===== config.mk =====
export PLATFORM = sky130hd
export DESIGN_NAME = trafik_kavsak
export DESIGN_NICKNAME = d
export VERILOG_FILES = /design/src/rtl/trafik_pkg.sv /design/src/rtl/trafik_kavsak_tick.sv /design/src/rtl/trafik_kavsak.sv
export SDC_FILE = /design/constraint.sdc
export NUM_CORES = 1
export LEC_CHECK = 0
export CAP_MARGIN = 20
export CORE_AREA = 2 2 66 68
export CTS_BUF_LIST = sky130_fd_sc_hd__clkbuf_16
export CTS_CLUSTER_DIAMETER = 60
export CTS_CLUSTER_SIZE = 40
export DETAILED_ROUTE_END_ITERATION = 12
export DIE_AREA = 0 0 68 70
export PLACE_DENSITY = 0.76
export SLEW_MARGIN = 20
export SYNTH_ARGS = -nofsm -noshare
export SYNTH_HDL_FRONTEND = slang
export SYNTH_SLANG_ARGS = --single-unit

===== constraint.sdc =====
create_clock -name clk -period 4.4 [get_ports clk]
set_input_delay 0.44 -clock clk [delete_from_list [all_inputs] [get_ports clk]]
set_output_delay 0.44 -clock clk [all_outputs]
set_load 0.03 [all_outputs]

===== src/rtl/trafik_pkg.sv =====
// Shared state encoding, lamp patterns and the seconds-timer helper for trafik_kavsak.
// ST_FLASH exists only when TRAFIK_FLASH_EN is defined.
package trafik_pkg;

    typedef enum logic [2:0] {
        ST_IDLE  = 3'd0,
        ST_CLEAR = 3'd1,
        ST_GREEN = 3'd2,
        ST_AMBER = 3'd3,
        ST_WALK  = 3'd4
`ifdef TRAFIK_FLASH_EN
        ,
        ST_FLASH = 3'd5
`endif
    } state_e;

    // Lamps are active-low {green, amber, red}.
    localparam logic [2:0] LAMP_RED   = 3'b110;
    localparam logic [2:0] LAMP_AMBER = 3'b101;
    localparam logic [2:0] LAMP_GREEN = 3'b011;
    localparam logic [2:0] LAMP_OFF   = 3'b111;

    function automatic logic expired(input logic [7:0] sec, input logic tick, input logic [7:0] dur);
        return tick && (sec == dur - 8'd1);
    endfunction

endpackage


===== src/rtl/trafik_kavsak_tick.sv =====
// One-second prescaler: counts 0..CLK_HZ-1, pulses tick_o on the last count,
// and restarts from zero whenever clr_i is high.
module trafik_tick #(
    parameter int unsigned CLK_HZ = 27_000_000
) (
    input  logic clk_i,
    input  logic rst_ni,
    input  logic clr_i,
    output logic tick_o
);

    localparam int unsigned CW = (CLK_HZ > 1) ? $clog2(CLK_HZ) : 1;

    logic [CW-1:0] cnt_q, cnt_d;

    assign tick_o = (cnt_q == CW'(CLK_HZ - 1));

    always_comb begin
        cnt_d = cnt_q + 1'b1;
        if (clr_i || tick_o) cnt_d = '0;
    end

    always_ff @(posedge clk_i or negedge rst_ni) begin
        if (!rst_ni) cnt_q <= '0;
        else         cnt_q <= cnt_d;
    end

endmodule


===== src/rtl/trafik_kavsak.sv =====
// Round-robin junction controller with pedestrian phase; optional night flash
// mode is compiled in with `define TRAFIK_FLASH_EN.
module trafik_kavsak
    import trafik_pkg::*;
#(
    parameter int unsigned CLK_HZ     = 27_000_000,
    parameter int unsigned N_APPROACH = 2,
    parameter int unsigned GREEN_S    = 5,
    parameter int unsigned AMBER_S    = 2,
    parameter int unsigned CLEAR_S    = 1,
    parameter int unsigned WALK_S     = 10
) (
    input  logic                          clk,
    input  logic                          rst_n,
    input  logic                          btn,
    input  logic                          ped_req,
    input  logic                          night,
    output logic [3*N_APPROACH-1:0]       led,
    output logic                          walk,
    output logic [$clog2(N_APPROACH)-1:0] active_dir
);

    localparam int unsigned DIR_W  = $clog2(N_APPROACH);
    localparam int unsigned HOLD_W = $clog2(N_APPROACH + 1);

    state_e              state_q, state_d;
    logic [DIR_W-1:0]    dir_q, dir_d;
    logic [HOLD_W-1:0]   hold_q, hold_d;
    logic [7:0]          sec_q, sec_d;
    logic                ped_q, ped_d;
    logic                tick, clr;
`ifdef TRAFIK_FLASH_EN
    logic                flash_q, flash_d;
`else
    logic                unused_night;
    assign unused_night = night;
`endif

    trafik_tick #(.CLK_HZ(CLK_HZ)) u_tick (
        .clk_i  (clk),
        .rst_ni (rst_n),
        .clr_i  (clr),
        .tick_o (tick)
    );

    always_comb begin
        state_d = state_q;
        dir_d   = dir_q;
        hold_d  = hold_q;
        ped_d   = ped_q | ped_req;
        case (state_q)
            ST_IDLE:  state_d = ST_CLEAR;
            // A served walk blocks the next one until every approach has had green.
            ST_CLEAR: if (expired(sec_q, tick, 8'(CLEAR_S))) begin
                if (ped_q && hold_q == '0) begin
                    state_d = ST_WALK;
                    ped_d   = 1'b0;
                end else begin
                    state_d = ST_GREEN;
                end
            end
            ST_GREEN: if (expired(sec_q, tick, 8'(GREEN_S))) state_d = ST_AMBER;
            ST_AMBER: if (expired(sec_q, tick, 8'(AMBER_S))) begin
                state_d = ST_CLEAR;
                dir_d   = (dir_q == DIR_W'(N_APPROACH - 1)) ? '0 : dir_q + 1'b1;
                if (hold_q != '0) hold_d = hold_q - 1'b1;
            end
            ST_WALK:  if (expired(sec_q, tick, 8'(WALK_S))) begin
                state_d = ST_CLEAR;
                hold_d  = HOLD_W'(N_APPROACH);
            end
`ifdef TRAFIK_FLASH_EN
            ST_FLASH: begin
                state_d = ST_CLEAR;
                dir_d   = '0;
            end
`endif
            default:  state_d = ST_IDLE;
        endcase
`ifdef TRAFIK_FLASH_EN
        if (night) state_d = ST_FLASH;
        if (state_d == ST_FLASH) ped_d = 1'b0;
`endif
        if (!btn) begin
            state_d = ST_IDLE;
            dir_d   = '0;
            hold_d  = '0;
            ped_d   = 1'b0;
        end
        clr   = (state_d != state_q) || (state_q == ST_IDLE);
        sec_d = clr ? '0 : (tick ? sec_q + 8'd1 : sec_q);
`ifdef TRAFIK_FLASH_EN
        flash_d = (state_q == ST_FLASH && state_d == ST_FLASH) ? (flash_q ^ tick) : 1'b0;
`endif
    end

    always_ff @(posedge clk or negedge rst_n) begin
        if (!rst_n) begin
            state_q <= ST_IDLE;
            dir_q   <= '0;
            hold_q  <= '0;
            sec_q   <= '0;
            ped_q   <= 1'b0;
`ifdef TRAFIK_FLASH_EN
            flash_q <= 1'b0;
`endif
        end else begin
            state_q <= state_d;
            dir_q   <= dir_d;
            hold_q  <= hold_d;
            sec_q   <= sec_d;
            ped_q   <= ped_d;
`ifdef TRAFIK_FLASH_EN
            flash_q <= flash_d;
`endif
        end
    end

    always_comb begin
        led = {N_APPROACH{LAMP_RED}};
        for (int unsigned i = 0; i < N_APPROACH; i++) begin
            if (dir_q == DIR_W'(i)) begin
                if (state_q == ST_GREEN)      led[3*i +: 3] = LAMP_GREEN;
                else if (state_q == ST_AMBER) led[3*i +: 3] = LAMP_AMBER;
            end
`ifdef TRAFIK_FLASH_EN
            if (state_q == ST_FLASH) led[3*i +: 3] = flash_q ? LAMP_OFF : LAMP_AMBER;
`endif
        end
    end

    assign walk       = (state_q == ST_WALK);
    assign active_dir = dir_q;

endmodule


### Yosys cells after proc, flatten, opt, wreduce, memory -nomap -nowiden

Cells that the tools add are included.

| cells by class | value |
|---|---|
| shift operators | 0 |
| bitwise logic cells | 1 |
| order comparisons | 0 |
| divide/modulo/power cells | 0 |
| $mul | 0 |
| eq/ne operators | 15 |
| $add $sub $neg | 4 |
| reduce and logical (&&, ||, !) cells | 14 |
| multiplexer cells | 27 |

Operator list:

| operator | count |
|---|---|
| two-way mux 3 bit | 9 |
| adder 25 x 1 -> 25 bit (second input constant) | 1 |
| == test 25 bit (second input constant) | 1 |
| two-way mux 25 bit | 1 |
| two-way mux 8 bit | 2 |
| case mux 3 bit (5 select lines) | 1 |
| two-way mux 2 bit | 5 |
| adder 8 x 1 -> 8 bit (second input constant) | 1 |
| == test 8 x 1 -> 1 bit (second input constant) | 1 |
| == test 8 x 3 -> 1 bit (second input constant) | 1 |
| == test 8 x 4 -> 1 bit (second input constant) | 1 |
| logical NOT 8 bit | 1 |
| two-way mux 1 bit | 8 |
| == test 3 x 2 -> 1 bit (second input constant) | 2 |
| != test 3 bit (second input constant) | 2 |
| logical AND 1 bit | 5 |
| != test 2 x 1 -> 1 bit (second input constant) | 2 |
| case mux 2 bit (2 select lines) | 1 |
| AND reduction 4 bit | 1 |
| nonzero test 2 bit | 2 |
| == test 3 x 1 -> 1 bit (second input constant) | 1 |
| == test 3 bit (second input constant) | 1 |
| logical NOT 3 bit | 1 |
| != test 3 x 1 -> 1 bit (second input constant) | 1 |
| 8 further kinds | 9 |

| storage, ports and cells | value |
|---|---|
| input port bits | 5 |
| memory bits (writable) | 0 |
| memories | 0 |
| bits in registers | 40 |
| bits in read-only memories | 0 |
| bits in latches | 0 |
| word-level logic and storage cells | 67 |

### Longest topological paths before layout

Gate-level depths: netlist (run 1).

| logic depth | value |
|---|---|
| word-level depth | 10 |
| mapped depth | 9 |
| gate-level depth less buffers | 8 |

### Cells and area by module

A second synthesis (run 1) with hierarchy kept.

| unflattened totals | value |
|---|---|
| cells, all modules | 243 |
| area, all modules | 2309.7 µm² |

By module, submodules not included:

| module | cells each | area each (µm²) | instances |
|---|---|---|---|
| trafik_tick | 136 | 1347.5 | 1 |
| trafik_kavsak | 107 | 962.2 | 1 |

### Worst setup path before layout (run 1)

OpenSTA, ideal clock, no wires.

| path | value |
|---|---|
| path type | register to register |
| from | register u_tick.cnt_q[6] |
| to | register u_tick.cnt_q[17] |
| arrival | 2159 ps |
| library setup time | 126 ps |
| period minus slack after synthesis | 2286 ps |
| path buffers | 1 |
| cell stages (with the launch flop) | 7 |
| path slack | 2114 ps |
| cells stage by stage | dfrtp_1 > or4_4 > nor4_4 > a21oi_2 > o22ai_2 > buf_6 > nor3_1 |

| between the ends | value |
|---|---|
| cells in the longest elaborated chain, start to end | 9 |
| elaborated cells on any way between the ends | 16 |
| those cells by class | add/sub (1); eq/ne (2); mux (7); reduce/logical (6) |

Ends and longest elaborated chain:

| item | line | text |
|---|---|---|
| start, declared | trafik_kavsak_tick.sv:14 | `logic [CW-1:0] cnt_q, cnt_d;` |
| start signal, assigned | trafik_kavsak_tick.sv:25 | `else cnt_q <= cnt_d;` |
| == test 25 bit | trafik_kavsak_tick.sv:16 | `assign tick_o = (cnt_q == CW'(CLK_HZ - 1));` |
| logical AND 1 bit | trafik_pkg.sv:24 | `return tick && (sec == dur - 8'd1);` |
| two-way mux 3 bit (on tied branches) | - |  |
| case mux 3 bit (5 select lines) | trafik_kavsak.sv:51 | `case (state_q)` |
| two-way mux 3 bit | trafik_kavsak.sv:84 | `if (!btn) begin` |
| != test 3 bit | trafik_kavsak.sv:90 | `clr = (state_d != state_q) \|\| (state_q == ST_IDLE);` |
| logical OR 1 bit | trafik_kavsak.sv:90 |  |
| logical OR 1 bit | trafik_kavsak_tick.sv:20 | `if (clr_i \|\| tick_o) cnt_d = '0;` |
| two-way mux 25 bit (*) | trafik_kavsak_tick.sv:20 |  |
| via u_tick.cnt_d[17] | trafik_kavsak_tick.sv:14 |  |

The timed path passes the listed nets; every way through them passes the cells marked *.
A chain may end at the register's enable or synchronous reset.

### Final worst setup path (run 1)

| path | value |
|---|---|
| from | register u_tick.cnt_q[6] |
| to | register u_tick.cnt_q[15] |

Same word-level chain as after synthesis.

==> results of run 1 <==
## registers in the layout, indices dropped and copies added (netlist names)
register and cells:
active_dir 1, hold_q 2, u_tick.cnt_q 25, ped_q 1
sec_q 8, state_q 3
## routing by layer
metal  routed length, um  vias up
met3                 140        6
met5                   0        -
met4                  59        0
met2                2172       30
met1                1990      846
li1                    -      856
## power breakdown
part	internal (uW)	switching (uW)
Clock	264	138
Combinational	9.08	23.6
Sequential	371	3.38
## critical path, delay by kind of cell, from the launching register on
| family | cells | cell delay (ps) |
|---|---|---|
| AO/OA/AOI/OAI | 2 | 310 |
| buffers and inverters | 1 | 350 |
| flip-flops | 1 | 450 |
| AND/OR/NAND/NOR | 3 | 1370 |
## path summary, 6_finish.rpt
path | to | cells past startpoint
worst min-delay path | u_tick.cnt_q[13] | 1
max in group asynchronous | sec_q[7] | 1
worst max register to register | u_tick.cnt_q[15] | 6
worst min register to register | u_tick.cnt_q[0] | 1
worst max-delay path | u_tick.cnt_q[15] | 6
min in group clk | u_tick.cnt_q[0] | 1
## logic make-up after synthesis
| kind of cell | count (synthesis) |
|---|---|
| and+or+nand+nor | 127 |
| DFF | 40 |
| xor gates and xnor gates | 31 |
| buffers and inverters | 18 |
| AOI/OAI and AO/OA | 17 |
| adders and majority gates | 5 |
| muxes | 2 |
## final cells by class
| cell class | count | area, um^2 |
|---|---|---|
| Fill cell | 350 | 1587 |
| Multi-Input combinational cell | 182 | 1162 |
| Sequential cell | 40 | 1001 |
| Timing Repair Buffer | 14 | 127.6 |
| Clock buffer | 5 | 125.1 |
| Tap cell | 52 | 65.06 |
| Clock inverter | 3 | 38.79 |
| Inverter | 10 | 37.54 |
## metrics by stage
stage | worst slack [ps] | hold slack (ps) | power [uW] | std cells | utilization, %
after floorplan | 2114 | 144.4 | 402.9 | 240 | -
after global placement | 1813 | 495.7 | 413.8 | 298 | 57.76
after detailed placement | 1788 | 502.7 | 414.3 | 298 | 57.76
after CTS | 1776 | 312.9 | 818.5 | 306 | 61.71
after global routing | 1627 | 360.2 | 836.7 | 306 | 61.71
final | 1771 | 279.0 | 810.0 | 306 | 61.71
## placed cells by master (no fill, tap or decap), types with 2 or more instances in the layout
cell,count
and2_1,3
a211oi_1,2
clkdlybuf4s50_1,10
a21oi_1,7
nor4_4,2
nor3_2,2
nor2b_1,4
nor3b_1,2
o21ai_0,4
xnor2_1,7
inv_1,11
nor2_1,26
dfrtp_1,40
xor2_1,24
nand2_1,22
nor4_1,2
clkbuf_16,5
nand2b_1,2
nand3_1,15
nor3_1,19
and3_1,6
nand3b_1,2
ha_1,5
mux2i_1,2
nand4_1,9
buf_4,3
nand4b_1,2
==> run_results.csv, run 1 <==
group,metric,value,unit
setup_path,cp_cell_sequence,"or4_4 -> nor4_4 -> a21oi_2 -> o22ai_2 -> buf_4 -> nor3_1",
setup_path,required,4540,ps
sta,fin_crit_sh,59.76,%
setup_path,cpMaxStageDelayCell,"nor4_4",
setup_path,critPathCaptureType,"register",
clock_network,cts_hold_buf,0,
clock_network,insertion_delay,280,ps
place,placed_area,2394,um^2
drt,postRouteAntennaNets,0,
sta,finalClockSkew,5.669,ps
yosys,synthTopCellsByArea,"dfrtp_1 44%, xor2_1 9.3%, nor2_1 4.3%, nor3_1 4.2%, nand2_1 3.7%",
setup_path,cp-start-kind,"register",
drt,drt_drc_violations_left,0,
yosys,async_flop_share,100.0,%
clock_network,cts_max_level,2,
yosys,yosysMostFrequentCell,"dfrtp_1",
global_routing,grt_pass1_vias,1691,
yosys,synthCells,240,
die,start_util,54.44,%
yosys,yosysTopAreaCell,"dfrtp_1",
layout,area_growth,13.37,%
sta,slew_violations,0,
clock_network,cts_buffer_depth,2,
setup_path,max_stage_delay,670,ps
die,num_rows,24,
job,drv_cap,0,
yosys,syn_area,2256,um^2
drt,detail_route.wl_per_cell,14.26,um
global_routing,met1_usage,25.79,%
yosys,synth_top_family_by_area,"simple AND/OR/NAND/NOR gates",
drt,route.vias.total,1738,
layout,final_area,2557,um^2
sta,finalSetupViolations,0,
yosys,synthTopCellsByCount,"40 x dfrtp_1, 26 x nor2_1, 24 x xor2_1, 22 x nand2_1, 19 x nor3_1",
power_and_ir_drop,peakVddDrop,0.1665,mV
place,dpl.hpwl,2832,um
place,portBuffers,11,
die,die_area,4760,um^2
clock_network,cts_root_buf,"clkbuf_16",
yosys,netlist.area_leader.share,44.37,%
sta,rsz0062_at_grt,"no",
power_and_ir_drop,p_per_area,316.7,nW/um^2
status,status,"finished clean",
yosys,synth_adder_area_share,2.773,%
hold_path,hold_class,"primary input to asynchronous set/reset pin",
setup_path,r2r-start,"u_tick.cnt_q[6]",
setup_path,cp-startpoint,"u_tick.cnt_q[6]",
setup_path,critical_path.max_fanout,33,
sta,max_freq,0.3803,GHz
drt,viasPerCell,5.680,
drt,wl,4363,um
global_routing,grt_max_degree,41,
drt,dr.pass1.iters,4,
yosys,synth_warnings,0,
clock_network,cts_tree,"yes",
clock_network,postCtsSetupBuffers,0,
clock_network,clkTransAtPathRegs,60,ps
setup_path,r2r_slack,1770,ps
yosys,muxShareOfSynthArea,0.8874,%
global_routing,grtUsageMet2,32.47,%
global_routing,grt_use_met3,4.831,%
yosys,synth-edff-count,0,
layout,antennaDiodeCount,0,
sta,fin_crit,2629,ps
sta,worst_slew_pin_slew,873.0,ps
global_routing,globalRouteTotalUtil,20.28,%
layout,final_nets,263,
sta,hold_viol,0,
clock_network,post_cts_resized,0,
sta,tns,0,ps
place,gp_congestion,0.9251,
yosys,ys_ff_latch,40,
global_routing,grt_overflow,0,
clock_network,numCtsBuffers,5,
yosys,yosysSeqAreaShare,44.37,%
power_and_ir_drop,power.leakage,0.001101,uW
setup_path,crit_arrival,2770,ps
setup_path,setup.worst_path.class,"register to register",
yosys,synth_fp_nets,250,
yosys,synthXorXnorAreaFrac,12.04,%
die,die_w,68,um
yosys,synthDistinctLibCells,40,
yosys,avgSynthCellArea,9.400,um^2
global_routing,grt-busiest-layer,"met2",
clock_network,cts_sinks,40,
global_routing,grt_pass1_wl,7452,um
die,io_pins,13,
yosys,synthFlopType,"dfrtp_1",
sta,slew_headroom,41.80,%
layout,drive_above_1_share,8.661,%
yosys,synth_compound_area_share,4.770,%
drt,drt_iter0_markers,113,
die,core_area,4144,um^2
global_routing,antenna_found_initial,0,
yosys,synthSimpleGateAreaFrac,31.06,%
die,fp.dieH,70,um
Note: power is estimated with default switching activity, not from simulation.
==> run 2: changes to the inputs <==
--- a/config.mk
+++ b/config.mk
@@ -6,13 +6,13 @@
 export NUM_CORES = 1
 export LEC_CHECK = 0
 export CAP_MARGIN = 20
-export CORE_AREA = 2 2 66 68
+export CORE_AREA = 2 2 69 71
 export CTS_BUF_LIST = sky130_fd_sc_hd__clkbuf_16
 export CTS_CLUSTER_DIAMETER = 60
 export CTS_CLUSTER_SIZE = 40
 export DETAILED_ROUTE_END_ITERATION = 12
-export DIE_AREA = 0 0 68 70
-export PLACE_DENSITY = 0.76
+export DIE_AREA = 0 0 71 73
+export PLACE_DENSITY = 0.73
 export SLEW_MARGIN = 20
 export SYNTH_ARGS = -nofsm -noshare
 export SYNTH_HDL_FRONTEND = slang
==> constraint.sdc (replaced) <==
create_clock -name clk -period 2.24 [get_ports clk]
set_input_delay 0.224 -clock clk [delete_from_list [all_inputs] [get_ports clk]]
set_output_delay 0.224 -clock clk [all_outputs]
set_load 0.03 [all_outputs]
==> run_results.csv, run 2 (synthesis results as in run 1) <==
group,metric,value,unit
layout,top_regs,"u_tick.cnt_q (25), sec_q (8), state_q (3)",
setup_path,cp-start-kind,"register",
setup_path,setup.worst_path.class,"register to register",
sta,holdWs,53.32,ps
die,io_pins,13,
layout,multi_input_area,1190,um^2
global_routing,grt_overflow,0,
drt,dr.pass1.iters,4,
clock_network,cts_root_buf,"clkbuf_16",
sta,fin_crit,2178,ps
clock_network,clkTransAtPathRegs,60,ps
setup_path,critPathCaptureType,"register",
drt,drt_iter0_markers,155,
setup_path,critical_path.max_fanout,11,
die,die_area,5183,um^2
place,portBuffers,11,
layout,nFillCells,373,
die,num_rows,25,
setup_path,required,2410,ps
drt,route.vias.total,1829,
global_routing,antenna_found_initial,0,
layout,layout_common_cells,"40 x dfrtp_1, 26 x nor2_1, 24 x xor2_1",
clock_network,cts_tree,"yes",
sta,finalSetupViolations,0,
die,fp.dieH,73,um
global_routing,grt_pass1_vias,1816,
sta,max_freq,0.4591,GHz
die,core_area,4536,um^2
clock_network,numCtsBuffers,5,
job,drv_cap,0,
power_and_ir_drop,peakVddDrop,0.4117,mV
drt,wl,4815,um
layout,final_area,2784,um^2
layout,largest-register,"u_tick.cnt_q",
die,start_util,49.74,%
clock_network,cts_buffer_depth,2,
die,die_w,71,um
clock_network,insertion_delay,290,ps
status,status,"finished clean",
layout,largest_reg_flops,25,
drt,drt_drc_violations_left,0,
clock_network,cts_sinks,40,
place,gp_congestion,0.8180,
layout,antennaDiodeCount,0,
layout,drive_above_1_share,18.25,%
power_and_ir_drop,power.leakage,0.001232,uW
layout,final_nets,283,
drt,postRouteAntennaNets,0,
drt,viasPerCell,5.576,
clock_network,cts_max_level,2,
layout,area_growth,23.41,%
global_routing,globalRouteTotalUtil,20.13,%
sta,slew_violations,0,
global_routing,grt_pass1_wl,8217,um
sta,rsz0062_at_grt,"yes",
place,dpl.hpwl,3042,um
sta,tns,0,ps
place,placed_area,2529,um^2
setup_path,crit_arrival,2350,ps
layout,final_common_cell,"dfrtp_1",
drt,detail_route.wl_per_cell,14.68,um
sta,hold_viol,0,
sta,fin_crit_sh,97.23,%
sta,finalClockSkew,6.658,ps
hold_path,hold_class,"primary input to asynchronous set/reset pin",
clock_network,cts_hold_buf,0,
power_and_ir_drop,p_per_area,596.5,nW/um^2
global_routing,grt_max_degree,41,
sta,slew_headroom,41.43,%
sta,worst_slew_pin_slew,878.6,ps
layout,ff_latch_area,1001,um^2
## run 2: cell count changes in the layout (fill, tap and decap cells not counted), sizes merged
cell           before  now
buf                 4   23
dlymetal6s2s        0    1
clkbuf              5    6
clkinv              1    0
clkinvlp            0    1
clkdlybuf4s50      10    8
dlygate4sd2         0    1
## run 2: critical path, cell delays in order (launching register included)
cell       delay, ps
dfrtp_1          390
nand2_2           90
or4_4            530
nor4_4           360
a21oi_1          140
o22ai_2          170
buf_4            150
clkbuf_16        150
nor3_1            50
## run 2: what timing repair did
| item | CTS | global route |
|---|---|---|
| buffers inserted | 0 | 3 |
| pin swaps | 0 | 4 |
| endpoints found under the hold margin | 0 | 0 |
| gates cloned | 0 | 1 |
| setup endpoints to repair | 1 | 40 |
| gates resized for setup | 1 | 11 |
## run 2: power by group
part,switching [uW],internal [uW]
combinational,56.5,38.8
sequential,5.17,729
clock,302,529
total,364,1300
## run 2: through the flow
stage	power [uW]	instances	setup slack, ps	utilization (%)
2_1_floorplan	791.4	240	72.10	-
3_3_place_gp	822.4	316	53.48	55.75
3_5_place_dp	823.3	316	-5.624	55.75
4_1_cts	1655	324	11.03	59.50
5_1_grt	1718	328	-21.97	61.38
6_report	1660	328	62.03	61.38
## run 2: path summary, 6_finish.rpt
| check | startpoint | to | slack, ps | depth (start not counted) |
|---|---|---|---|---|
| setup reg to reg | u_tick.cnt_q[10] | u_tick.cnt_q[24] | 60 | 8 |
| min in group clk | u_tick.cnt_q[0] | u_tick.cnt_q[0] | 490 | 1 |
| setup / recovery | u_tick.cnt_q[10] | u_tick.cnt_q[24] | 60 | 8 |
| hold reg to reg | u_tick.cnt_q[0] | u_tick.cnt_q[0] | 490 | 1 |
| hold / removal | rst_n | u_tick.cnt_q[15] | 50 | 1 |
| max in group asynchronous | rst_n | sec_q[3] | 1630 | 1 |
## run 2: metal layers
layer  wire length [um]  track usage [%]
met2               2261            32.61
met5                  0                0
met4                100            8.386
met3                222            4.282
met1               2230            26.37
## run 2: final cells by class
| class | instances | share of cell area (%) |
|---|---|---|
| Timing Repair Buffer | 34 | 11.37 |
| Multi-Input combinational cell | 182 | 42.74 |
| Clock buffer | 5 | 4.494 |
| Sequential cell | 40 | 35.96 |
| Tap cell | 54 | 2.427 |
| Inverter | 10 | 1.348 |
| Clock inverter | 3 | 1.663 |
